`src/rtl/div_signed_frontend.sv`:
```
// rtl/div_signed_frontend.sv - signed/unsigned sequencing front/back end for the restoring-division core
module div_signed_frontend #(
  parameter int WIDTH   = 32,
  parameter int TIMEOUT = 255
) (
  input  logic             clk,
  input  logic             rst,
  input  logic             start,
  input  logic             signed_op,
  input  logic [WIDTH-1:0] dividend,
  input  logic [WIDTH-1:0] divisor,
  output logic             busy,
  output logic             done,
  output logic [WIDTH-1:0] quotient,
  output logic [WIDTH-1:0] remainder,
  output logic             div_by_zero,
  output logic             timeout,
  output logic             core_rst,
  output logic             core_run,
  output logic [WIDTH-1:0] core_dividend,
  output logic [WIDTH-1:0] core_divisor,
  input  logic             core_ready,
  input  logic [WIDTH-1:0] core_quotient,
  input  logic [WIDTH-1:0] core_remainder
);

  localparam int         MSB = WIDTH - 1;
  localparam logic [7:0] TMO = 8'(TIMEOUT);

  typedef enum logic [2:0] {
    S_IDLE,
    S_CLR,
    S_RUN,
    S_FIX,
    S_ZERO,
    S_DONE
  } state_t;

  state_t           state_q, state_d;
  logic             neg_quo_q, neg_quo_d;
  logic             neg_rem_q, neg_rem_d;
  logic [WIDTH-1:0] orig_dividend_q, orig_dividend_d;
  logic [WIDTH-1:0] core_dividend_q, core_dividend_d;
  logic [WIDTH-1:0] core_divisor_q, core_divisor_d;
  logic [WIDTH-1:0] quotient_q, quotient_d;
  logic [WIDTH-1:0] remainder_q, remainder_d;
  logic             dbz_q, dbz_d;
  logic             tmo_q, tmo_d;
  logic [7:0]       cnt_q, cnt_d;
  logic             rst_hold_q, rst_hold_d;

  // Operand magnitudes: negation wraps, so -2^(WIDTH-1) maps onto itself.
  logic             dvd_neg, dvs_neg;
  logic [WIDTH-1:0] dvd_mag, dvs_mag;
  logic [7:0]       cnt_inc;

  assign dvd_neg = signed_op & dividend[MSB];
  assign dvs_neg = signed_op & divisor[MSB];
  assign dvd_mag = dvd_neg ? -dividend : dividend;
  assign dvs_mag = dvs_neg ? -divisor : divisor;
  assign cnt_inc = cnt_q + 8'd1;

  // Next-state and datapath register updates for the sequencing FSM.
  always_comb begin
    state_d         = state_q;
    neg_quo_d       = neg_quo_q;
    neg_rem_d       = neg_rem_q;
    orig_dividend_d = orig_dividend_q;
    core_dividend_d = core_dividend_q;
    core_divisor_d  = core_divisor_q;
    quotient_d      = quotient_q;
    remainder_d     = remainder_q;
    dbz_d           = dbz_q;
    tmo_d           = tmo_q;
    cnt_d           = cnt_q;
    rst_hold_d      = 1'b0;
    case (state_q)
      S_IDLE: begin
        if (start) begin
          neg_quo_d       = signed_op & (dividend[MSB] ^ divisor[MSB]);
          neg_rem_d       = dvd_neg;
          orig_dividend_d = dividend;
          dbz_d           = 1'b0;
          tmo_d           = 1'b0;
          cnt_d           = 8'd0;
          if (divisor == '0) begin
            // The core is never started, so its operand registers stay as they were.
            state_d = S_ZERO;
          end else begin
            core_dividend_d = dvd_mag;
            core_divisor_d  = dvs_mag;
            state_d         = S_CLR;
          end
        end
      end
      S_CLR: begin
        cnt_d   = 8'd0;
        state_d = S_RUN;
      end
      S_RUN: begin
        cnt_d = cnt_inc;
        if (core_ready) begin
          state_d = S_FIX;
        end else if (cnt_inc == TMO) begin
          tmo_d       = 1'b1;
          quotient_d  = '0;
          remainder_d = '0;
          state_d     = S_DONE;
        end
      end
      S_FIX: begin
        quotient_d  = neg_quo_q ? -core_quotient : core_quotient;
        remainder_d = neg_rem_q ? -core_remainder : core_remainder;
        state_d     = S_DONE;
      end
      S_ZERO: begin
        quotient_d  = '1;
        remainder_d = orig_dividend_q;
        dbz_d       = 1'b1;
        state_d     = S_DONE;
      end
      S_DONE: begin
        state_d = S_IDLE;
      end
      default: begin
        state_d = S_IDLE;
      end
    endcase
  end

  // State register; rst_hold_q keeps core_rst high for one cycle after rst drops.
  always_ff @(posedge clk or posedge rst) begin
    if (rst) begin
      state_q         <= S_IDLE;
      neg_quo_q       <= 1'b0;
      neg_rem_q       <= 1'b0;
      orig_dividend_q <= '0;
      core_dividend_q <= '0;
      core_divisor_q  <= '0;
      quotient_q      <= '0;
      remainder_q     <= '0;
      dbz_q           <= 1'b0;
      tmo_q           <= 1'b0;
      cnt_q           <= 8'd0;
      rst_hold_q      <= 1'b1;
    end else begin
      state_q         <= state_d;
      neg_quo_q       <= neg_quo_d;
      neg_rem_q       <= neg_rem_d;
      orig_dividend_q <= orig_dividend_d;
      core_dividend_q <= core_dividend_d;
      core_divisor_q  <= core_divisor_d;
      quotient_q      <= quotient_d;
      remainder_q     <= remainder_d;
      dbz_q           <= dbz_d;
      tmo_q           <= tmo_d;
      cnt_q           <= cnt_d;
      rst_hold_q      <= rst_hold_d;
    end
  end

  assign busy          = (state_q != S_IDLE);
  assign done          = (state_q == S_DONE);
  assign core_rst      = rst_hold_q | (state_q == S_CLR);
  assign core_run      = (state_q == S_RUN);
  assign core_dividend = core_dividend_q;
  assign core_divisor  = core_divisor_q;
  assign quotient      = quotient_q;
  assign remainder     = remainder_q;
  assign div_by_zero   = dbz_q;
  assign timeout       = tmo_q;

endmodule

```
`config.mk`:
```
export PLATFORM = sky130hd
export DESIGN_NAME = div_signed_frontend
export DESIGN_NICKNAME = d
export VERILOG_FILES = /design/src/rtl/div_signed_frontend.sv
export SDC_FILE = /design/constraint.sdc
export NUM_CORES = 1
export LEC_CHECK = 0
export BUFFER_PORTS_ARGS = -buffer_cell sky130_fd_sc_hd__buf_2
export CORE_MARGIN = 5
export CORE_UTILIZATION = 35
export DETAILED_ROUTE_END_ITERATION = 10
export PLACE_DENSITY = 0.59
export SYNTH_ARGS = -nofsm -noshare
export SYNTH_HDL_FRONTEND = slang
export SYNTH_SLANG_ARGS = --single-unit
```
`constraint.sdc`:
```
create_clock -name clk -period 5.9 [get_ports clk]
set_input_delay 1.18 -clock clk [delete_from_list [all_inputs] [get_ports clk]]
set_output_delay 1.18 -clock clk [all_outputs]
set_load 0.01 [all_outputs]
```
==> impl_results.md, run 1 <==
* Outcome: finished, final reports clean
* Routed vias/inst at 5.061
* Die area at 31270 um2
* Number of antenna diodes at 0
* Synth top cells by count: nand2_1, dfrtp_1, o21ai_0, xor2_1, nor2_1
* Initial DRC Count at 603
* EDFF count, synth at 0
* Core Area at 27630 um2
* Synth top area cells: dfrtp_1, nand2_1, xor2_1, o21ai_0, xnor2_1
* Skew-Pair Late Insertion Delay at 0.43 ns
* Yosys warns at 0
* Die Width at 176.8 um
* Core Rows at 61
* Flops & latches, synth at 176
* Vias in the first global route at 8615
* Peak VDD IR at 0.2338 mV
* Worst Setup Start Kind: input port
* Mapped cell area at 9743 um2
* Pins Over Slew Limit at 0
* Die Y at 176.8 um
* Antenna violations before repair at 2
* First-pass GRT wire length at 47770 um
* Final min period at 3.976 ns
* Post-route clock period utilization at 67.38%
* Worst setup EP type: flip-flop
* Unrepaired setup endpoints after global routing: no
* Initial Util at 35.26%
* Filler cells at 2854
* Worst-margin pin slew at 1.067 ns
* Largest net degree at the start of global routing at 177
* Async set or reset register ratio after synthesis at 100.0%
* Worst-path clk slew at 0.07 ns
* Final setup violating endpoints at 0
* Worst Path Max Fanout at 73
* Final WL at 30060 um
* CTS Buf Count at 17
* Clock skew at 0.01385 ns
* Final core occ at 43.15%
* Post-synth top area cell: dfrtp_1
* Max clock buf depth at 2
* Routed WL per cell at 17.56 um
* Post-synthesis sequential area ratio at 45.22%
* Most frequent cell after synthesis: nand2_1
* Setup Fix Bufs, Post-CTS at 0
* DRC Markers at 0
* TNS Setup at 0 ns
* Slew margin rel. at 28.89%
* P&R area growth vs syn at 22.37%
* Post-CTS Resized at 0
* Root Buffer: clkbuf_16
* Fraction of layout cells with a size suffix above 1 at 27.44%
* CTS tree: built
* GR Overflow Total at 0
* Final Hold Viols at 0
* Leakage at 5.359 nW
* Worst Setup Path Type: input port to flip-flop
* Post-Synthesis Cells at 1088
* Syn avg cell area at 8.955 um2
* Max Fclk at 251.5 MHz
* Final net count at 1460
* 1st-pass router iterations at 5
* Htree depth at 4
* Post-route ant nets at 0
* WP data required at 6.20 ns
* Hold buffer count at CTS at 0
* Max Cap Violations at 0
* Via count at 8664
* # IOs at 267
* Syn_nets at 1227
* Critical Path AT at 4.27 ns
* Hold Path Class: flip-flop to flip-flop
* Yosys cell types at 68
* Clk sinks at 176
* Post-DP HPWL at 21950 um
* Final GP Congestion at 0.8617
* Pwr dens at 464.3 nW/um2
* GRT Overall Usage at 19.08%
* Port bufs at 266
* Share of the synthesized area in the top cell type at 44.95%
* Ys flop type: dfrtp_1
==> metal layers <==
metal / routed length [um] / global-route usage, % / up-vias
li1: - / - / 4289
met1: 14950 / 28.98 / 4111
met2: 12840 / 27.34 / 234
met3: 1851 / 4.721 / 26
met4: 402 / 4.417 / 4
met5: 14 / 0 / -
==> sequential cells by signal, indices dropped and copies added, names as in the netlist <==
signal,flops
rst_hold_q,1
core_dividend,32
div_by_zero,1
remainder,32
state_q,3
orig_dividend_q,32
neg_quo_q,1
core_divisor,32
neg_rem_q,1
timeout,1
quotient,32
cnt_q,8
==> path summary, 6_finish.rpt <==
| kind | from | to | slack [ns] | depth (start not counted) |
|---|---|---|---|---|
| worst min-delay path | div_by_zero$_DFFE_PP0P_ | div_by_zero$_DFFE_PP0P_ | 0.47 | 2 |
| worst min register to register | div_by_zero$_DFFE_PP0P_ | div_by_zero$_DFFE_PP0P_ | 0.47 | 2 |
| worst max register to register | cnt_q[0]$_DFFE_PP0P_ | remainder[26]$_DFFE_PP0P_ | 2.68 | 8 |
| min in group asynchronous | rst | quotient[23]$_DFFE_PP0P_ | 1.03 | 3 |
| max in group asynchronous | rst | orig_dividend_q[28]$_DFFE_PP0P_ | 4.11 | 3 |
| worst max-delay path | divisor[0] | core_dividend[7]$_DFFE_PP0P_ | 1.92 | 9 |
==> power by group <==
part / switching, mW / internal [mW] / total (mW)
registers: 0.405 / 1.77 / 2.18
clock network: 0.504 / 0.598 / 1.10
logic: 1.33 / 0.926 / 2.26
total: 2.24 / 3.29 / 5.54
==> logic make-up (layout without fill, tap and decap cells) <==
| kind of cell | count (synthesis) | after routing | share of synthesized area (%) |
|---|---|---|---|
| AOI/OAI and AO/OA | 289 | 289 | 19.22 |
| muxes | 5 | 5 | 0.5137 |
| xor gates and xnor gates | 120 | 120 | 10.79 |
| other | 1 | 1 | 0.03849 |
| buffers and inverters | 79 | 325 | 3.673 |
| DFF | 176 | 176 | 45.22 |
| adders and majority gates | 6 | 6 | 0.7705 |
| and+or+nand+nor | 412 | 412 | 19.78 |
==> layout by cell type (no fill, tap or decap), drive strengths merged, types with 8 or more instances in the layout <==
master and n:
or3 15, buf 278, nor3 21, inv 18
a21oi 24, nand2b 8, o41ai 21, or4 18
clkbuf 21, xnor2 39, nand2 222, a221oi 8
xor2 81, nor2 58, nor4 12, o211ai 14
dfrtp 175, o21ai 165, o31ai 36, nand3 25
==> layout make-up <==
type | instances | area, um2 | share of cell area [%]
well taps | 378 | 473.0 | 3.967
multi-input cells | 833 | 4996 | 41.90
repair buffers | 278 | 1434 | 12.03
clock buffers | 21 | 450.4 | 3.778
flip-flops and latches | 176 | 4405 | 36.95
inverters | 15 | 60.06 | 0.5037
clock inverters | 11 | 103.9 | 0.8710
==> through the flow <==
step,hold WS [ns],cell area [um2],total power [mW],instances,setup WS (ns)
global route,0.4905,11920,5.985,1712,1.721
detailed placement,0.4608,11370,4.481,1680,1.467
CTS,0.4776,11920,5.606,1712,1.922
finish,0.4729,11920,5.536,1712,1.924
global placement,0.4565,11370,4.439,1680,1.516
floorplan,0.4386,9747,3.560,1088,2.467
==> worst max-delay path, stage by stage <==
cell and delay (ns):
buf_2 0.11, inv_1 0.08, ha_1 0.17, or3b_1 0.41, or4b_4 0.55, or4_4 0.58
nand2_4 0.64, buf_4 0.39, o21ai_0 0.14
(Power assumes the default switching activity.)
==> run 2: changes to the inputs <==
- ABC_AREA: unset -> 1
- PLACE_DENSITY: 0.59 -> 0.56
- clock period: 5.9 -> 3.9 ns (I/O delays scaled with it)
==> run 2 against run 1 <==
Net effect: clock skew decreased by 0.0019 ns; area after synthesis grew 13%; worst setup slack got worse by 0.37 ns; via count grew 32%; synthesized cell count grew 53%; die area is 13% higher; critical endpoint is now busy; largest cell class unchanged.
==> impl_results.md, run 2 <==
* Outcome: finished, final reports clean
* Crit Reg-Reg Startpoint: cnt_q[0]$_DFFE_PP0P_
* Most frequent cells in the layout: nand2_1, buf_2, nor2_1
* Core Rows at 65
* Largest net degree at the start of global routing at 91
* # IOs at 267
* Pwr dens at 674.1 nW/um2
* P&R area growth vs syn at 20.28%
* Fraction of layout cells with a size suffix above 1 at 17.64%
* Worst-margin pin slew at 0.8169 ns
* Critical Path Source: state_q[0]$_DFFE_PP0P_
* Htree depth at 4
* CP bufs+invs at 3
* Ys flop type: dfrtp_1
* Max clock buf depth at 2
* P_int at 5.060 mW
* Worst-path clk slew at 0.07 ns
* First-pass GRT wire length at 59110 um
* Clock power frac at 20.0%
* Final WL at 37030 um
* Yosys warns at 0
* Die Width at 187.7 um
* Post-DP HPWL at 28460 um
* Post-synth top area cell: dfrtp_1
* Flops & latches, synth at 176
* Syn avg cell area at 6.633 um2
* Antenna violations before repair at 4
* WP data required at 3.12 ns
* GRT Overall Usage at 20.77%
* Final setup violating endpoints at 0
* Most common cell after layout, fill and taps aside: nand2_1
* Post-route ant nets at 0
* Root Buffer: clkbuf_16
* Clk sinks at 176
* Logic pwr share at 43.9%
* Psw at 3.905 mW
* Die area at 35250 um2
* Leakage at 7.069 nW
* Flop pwr share at 36.1%
* Vias in the first global route at 11000
* Share of the synthesized area in the top cell type at 39.61%
* Final min period at 2.350 ns
* Worst Setup Start Kind: flip-flop
* Final net count at 2048
* Initial DRC Count at 1015
* Filler cells at 3347
* Worst Path Max Fanout at 4
* Post-CTS Resized at 0
* GR Overflow Total at 0
* Cell Chain, Critical Path: nor2_1 > inv_2 > nor2_4 > inv_4 > buf_2
* Routed WL per cell at 15.92 um
* Sw Share at 43.56%
* Post-place setup slack at 1.135 ns
* Initial Util at 35.22%
* Final GP Congestion at 0.8866
* Via count at 11420
* Yosys cell types at 44
* Die Y at 187.7 um
* TNS Setup at 0 ns
* Syn_nets at 1806
* Max Cap Violations at 0
* Post-Synthesis Cells at 1667
* Routed vias/inst at 4.908
* Worst Setup Path Type: flip-flop to output port
* Port bufs at 266
* Hold Path Class: input port to asynchronous set/reset pin
* Setup Fix Bufs, Post-CTS at 0
* Critical Path AT at 1.57 ns
* Slowest stage delay, CP at 0.46 ns
* Slew margin rel. at 45.54%
* Synth top area cells: dfrtp_1, nand2_1, nand3_1, nor2_1, inv_1
* Final Hold Viols at 0
* CTS Buf Count at 17
* DRC Markers at 0
* Final core occ at 42.36%
* Most frequent cell after synthesis: nand2_1
* Clock skew at 0.01193 ns
* Pins Over Slew Limit at 0
* Post-route clock period utilization at 60.24%
* CTS tree: built
* Peak VDD IR at 0.3248 mV
* Worst setup EP type: output port
* Top Family by Delay on Critical Path: flip-flops
* Core Area at 31390 um2
* Max Fclk at 425.6 MHz
* Hold buffer count at CTS at 0
* Synth top cells by count: nand2_1, nor2_1, dfrtp_1, inv_1, nand3_1
* 1st-pass router iterations at 5
* Skew-Pair Late Insertion Delay at 0.45 ns
* Unrepaired setup endpoints after global routing: no
* Worst path slowest cell: dfrtp_1
* Post-synthesis sequential area ratio at 39.84%
* Async set or reset register ratio after synthesis at 100.0%
* Setup WS post-layout at 1.550 ns
* EDFF count, synth at 0
* Mapped cell area at 11060 um2
[run 2: cell count changes in the layout (fill, tap and decap cells not counted), moves of 16 or more]
cell     change
nand3_1    +133
nor2_1     +145
o21ai_0     -40
xor2_1      -53
o21ai_2     -27
xnor2_1     -39
o31ai_1     -34
or4_1       -16
o41ai_1     -20
o21ai_1     +28
nand4_1     +26
nand2_1    +388
inv_1      +160
[run 2: through the flow]
step	hold WS, ns	total power [mW]	area [um2]	cells
global route	0.4475	9.770	13300	2325
finish	0.4193	8.965	13300	2326
global placement	0.4502	7.179	12700	2292
CTS	0.4136	9.093	13290	2324
detailed placement	0.4555	7.245	12700	2292
floorplan	0.4422	5.822	11060	1667
[run 2: worst paths after layout]
| check | to | slack [ns] | cells after the start |
|---|---|---|---|
| setup / recovery | busy | 1.55 | 5 |
| hold / removal | core_divisor[12]$_DFFE_PP0P_ | 0.42 | 2 |
| setup reg to reg | remainder[12]$_DFFE_PP0P_ | 1.61 | 12 |
| hold reg to reg | quotient[20]$_DFFE_PP0P_ | 0.47 | 2 |
| max in group asynchronous | core_dividend[26]$_DFFE_PP0P_ | 2.60 | 3 |
| min in group clk | quotient[20]$_DFFE_PP0P_ | 0.47 | 2 |
[run 2: worst reg2reg max path, cell delays in order, from the launching register on]
cell	delay [ns]
dfrtp_1	0.44
ha_1	0.21
nand2_1	0.09
nor2_1	0.20
nand2_1	0.07
nand2_1	0.06
nand2_1	0.06
nor2_1	0.10
nand3_1	0.13
nand2_1	0.12
nand2_4	0.40
nand2_1	0.25
nand2_1	0.06
[run 2: area by class of cell]
class,instances,area [um2],area share [%]
timing repair buffer,277,1439,10.82
sequential,176,4405,33.13
clock inverter,13,150.1,1.129
inverter,184,696.9,5.240
clock buffer,19,442.9,3.331
antenna,2,5.005,0.03763
tap,402,503.0,3.782
multi-input combinational,1253,5657,42.53
[run 2: power by group through the flow]
stage | registers, mW | clock network [mW] | logic (mW)
3_3_place_gp | 3.27 | 0 | 3.91
4_1_cts | 3.24 | 1.85 | 4.00
6_report | 3.24 | 1.79 | 3.93
5_1_grt | 3.35 | 1.92 | 4.50
3_5_place_dp | 3.26 | 0 | 3.99
2_1_floorplan | 3.42 | 0 | 2.41
[run 2: logic make-up after synthesis]
group | share of synthesized area, %
compound gates | 8.951
xor+xnor | 2.218
fa+ha+maj | 0.6789
buf+inv | 9.087
flops | 39.84
other cells | 0.03392
simple gates | 39.19
[run 2: per-layer routing]
layer / wire (um) / GRT usage [%] / vias up
met3: 2525 / 4.579 / 54
met2: 15790 / 31.36 / 383
met4: 832 / 5.985 / 4
met1: 17850 / 29.98 / 5215
met5: 25 / 0 / -
li1: - / - / 5761
==> run 3: changes to the inputs <==
- clock period: 3.9 -> 2.5 ns (I/O delays scaled with it)
==> run 3 against run 2 <==
Net effect: critical path depth rose by 3; sequential share of layout area shrank 0.55 points; clock skew up 0.0025 ns; clock-buffer cell count is 2 lower; register-to-register slack worse by 1.3 ns; routed wire length increased by 0.41%; largest cell class unchanged.
==> impl_results.md, run 3 (same netlist as run 2, synthesis figures left out) <==
* GR Overflow Total at 0
* Post-route ant nets at 0
* Most common cell after layout, fill and taps aside: nand2_1
* Clock power frac at 20.7%
* DRC Markers at 0
* Post-route clock period utilization at 85.87%
* Core Rows at 65
* Grt peak-use layer: met2
* Max Cap Violations at 0
* GRT Overall Usage at 20.78%
* P&R area growth vs syn at 22.29%
* Max Fclk at 465.8 MHz
* Logic pwr share at 44.1%
* Routed vias/inst at 4.904
* CTS tree: built
* Leakage at 7.175 nW
* First-pass GRT wire length at 59440 um
* Pins Over Slew Limit at 0
* Worst Setup Path Type: flip-flop to flip-flop
* Die Y at 187.7 um
* WHS at 0.1736 ns
* Hold buffer count at CTS at 0
* Setup Fix Bufs, Post-CTS at 0
* Cell Chain, Critical Path: nor2_1 > inv_2 > nor2_4 > inv_4 > nor3_4 > buf_4 > nand3_1 > nand2_1
* Worst setup EP type: flip-flop
* Worst-path clk slew at 0.07 ns
* Fin area at 13520 um2
* Met3 GRT Util at 4.691%
* Hold Path Class: input port to asynchronous set/reset pin
* Clk sinks at 176
* Peak VDD IR at 0.5707 mV
* Filler cells at 3369
* Final min period at 2.147 ns
* Initial Util at 35.22%
* Final core occ at 43.07%
* Die Width at 187.7 um
* Final WL at 37180 um
* Final setup violating endpoints at 0
* Final GP Congestion at 0.8928
* Pwr dens at 1056 nW/um2
* Most frequent cells in the layout: nand2_1, buf_2, nor2_1
* Die area at 35250 um2
* Cell Area, Placed at 12890 um2
* Worst-margin pin slew at 0.7567 ns
* Final net count at 2061
* Setup WS post-layout at 0.3531 ns
* Post-CTS Resized at 0
* Final Power at 14.28 mW
* Initial DRC Count at 876
* Post-place setup slack at 0.09271 ns
* Outcome: finished, final reports clean
* Worst Path Max Fanout at 15
* Htree depth at 4
* Antenna violations before repair at 3
* Worst path slowest cell: nor3_4
* Grt met1 use at 29.44%
* Worst Setup Start Kind: flip-flop
* Flop pwr share at 35.2%
* Fraction of layout cells with a size suffix above 1 at 18.24%
* Slew margin rel. at 49.56%
* Root Buffer: clkbuf_16
* Post-DP HPWL at 28840 um
* P_int at 8.173 mW
* 1st-pass router iterations at 5
* Port bufs at 266
* Sw Share at 42.75%
* # IOs at 267
* Skew-Pair Late Insertion Delay at 0.44 ns
* Largest net degree at the start of global routing at 65
* Clock skew at 0.01438 ns
* Via count at 11470
* Area of the multi-input gates at 5657 um2
* Max clock buf depth at 2
* Met2 usage at 32.48%
* Routed WL per cell at 15.90 um
* Reg area at 4405 um2
* CTS Buf Count at 17
* Core Area at 31390 um2
* Critical Path AT at 2.52 ns
* Slowest stage delay, CP at 0.58 ns
* Final Hold Viols at 0
* Unrepaired setup endpoints after global routing: no
* WP data required at 2.87 ns
* Vias in the first global route at 11160
* Psw at 6.103 mW
==> run 3: area by class of cell <==
class | instances | area share [%]
antenna | 1 | 0.01851
timing repair buffer | 290 | 12.01
tap | 402 | 3.720
sequential | 176 | 32.58
clock buffer | 17 | 3.146
multi-input combinational | 1253 | 41.83
inverter | 184 | 5.154
clock inverter | 15 | 1.536
==> run 3: power groups by stage <==
stage / clock (mW) / sequential (mW) / combinational (mW)
final: 2.95 / 5.03 / 6.30
after global routing: 3.15 / 5.19 / 7.20
after CTS: 3.04 / 5.04 / 6.42
after detailed placement: 0 / 5.07 / 6.40
after global placement: 0 / 5.07 / 6.26
after floorplan: 0 / 5.33 / 3.75
==> run 3: worst paths after layout <==
path	start	to	slack, ns	cells after the start
max in group asynchronous	rst	orig_dividend_q[30]$_DFFE_PP0P_	1.62	3
worst min register to register	remainder[2]$_DFFE_PP0P_	remainder[2]$_DFFE_PP0P_	0.47	2
worst max-delay path	state_q[0]$_DFFE_PP0P_	core_divisor[17]$_DFFE_PP0P_	0.35	8
min in group clk	dividend[16]	orig_dividend_q[16]$_DFFE_PP0P_	0.33	3
worst min-delay path	rst	core_divisor[11]$_DFFE_PP0P_	0.17	2
worst max register to register	state_q[0]$_DFFE_PP0P_	core_divisor[17]$_DFFE_PP0P_	0.35	8
==> run 3: stage by stage <==
| stage | std cells | setup TNS [ns] |
|---|---|---|
| 4_1_cts | 2337 | 0 |
| 6_report | 2338 | 0 |
| 2_1_floorplan | 1667 | -44.07 |
| 3_3_place_gp | 2305 | 0 |
| 5_1_grt | 2337 | 0 |
| 3_5_place_dp | 2305 | 0 |
==> run 3: routing by layer <==
metal | vias up | wire, um
met5 | - | 34
met3 | 46 | 2660
met1 | 5238 | 17640
li1 | 5792 | -
met2 | 384 | 16190
met4 | 6 | 657
==> run 3: worst max-delay path, delay by kind of cell, from the launching register on <==
family,cells,cell delay [ns]
buf+inv,3,0.51
simple gates,5,1.12
flops,1,0.46
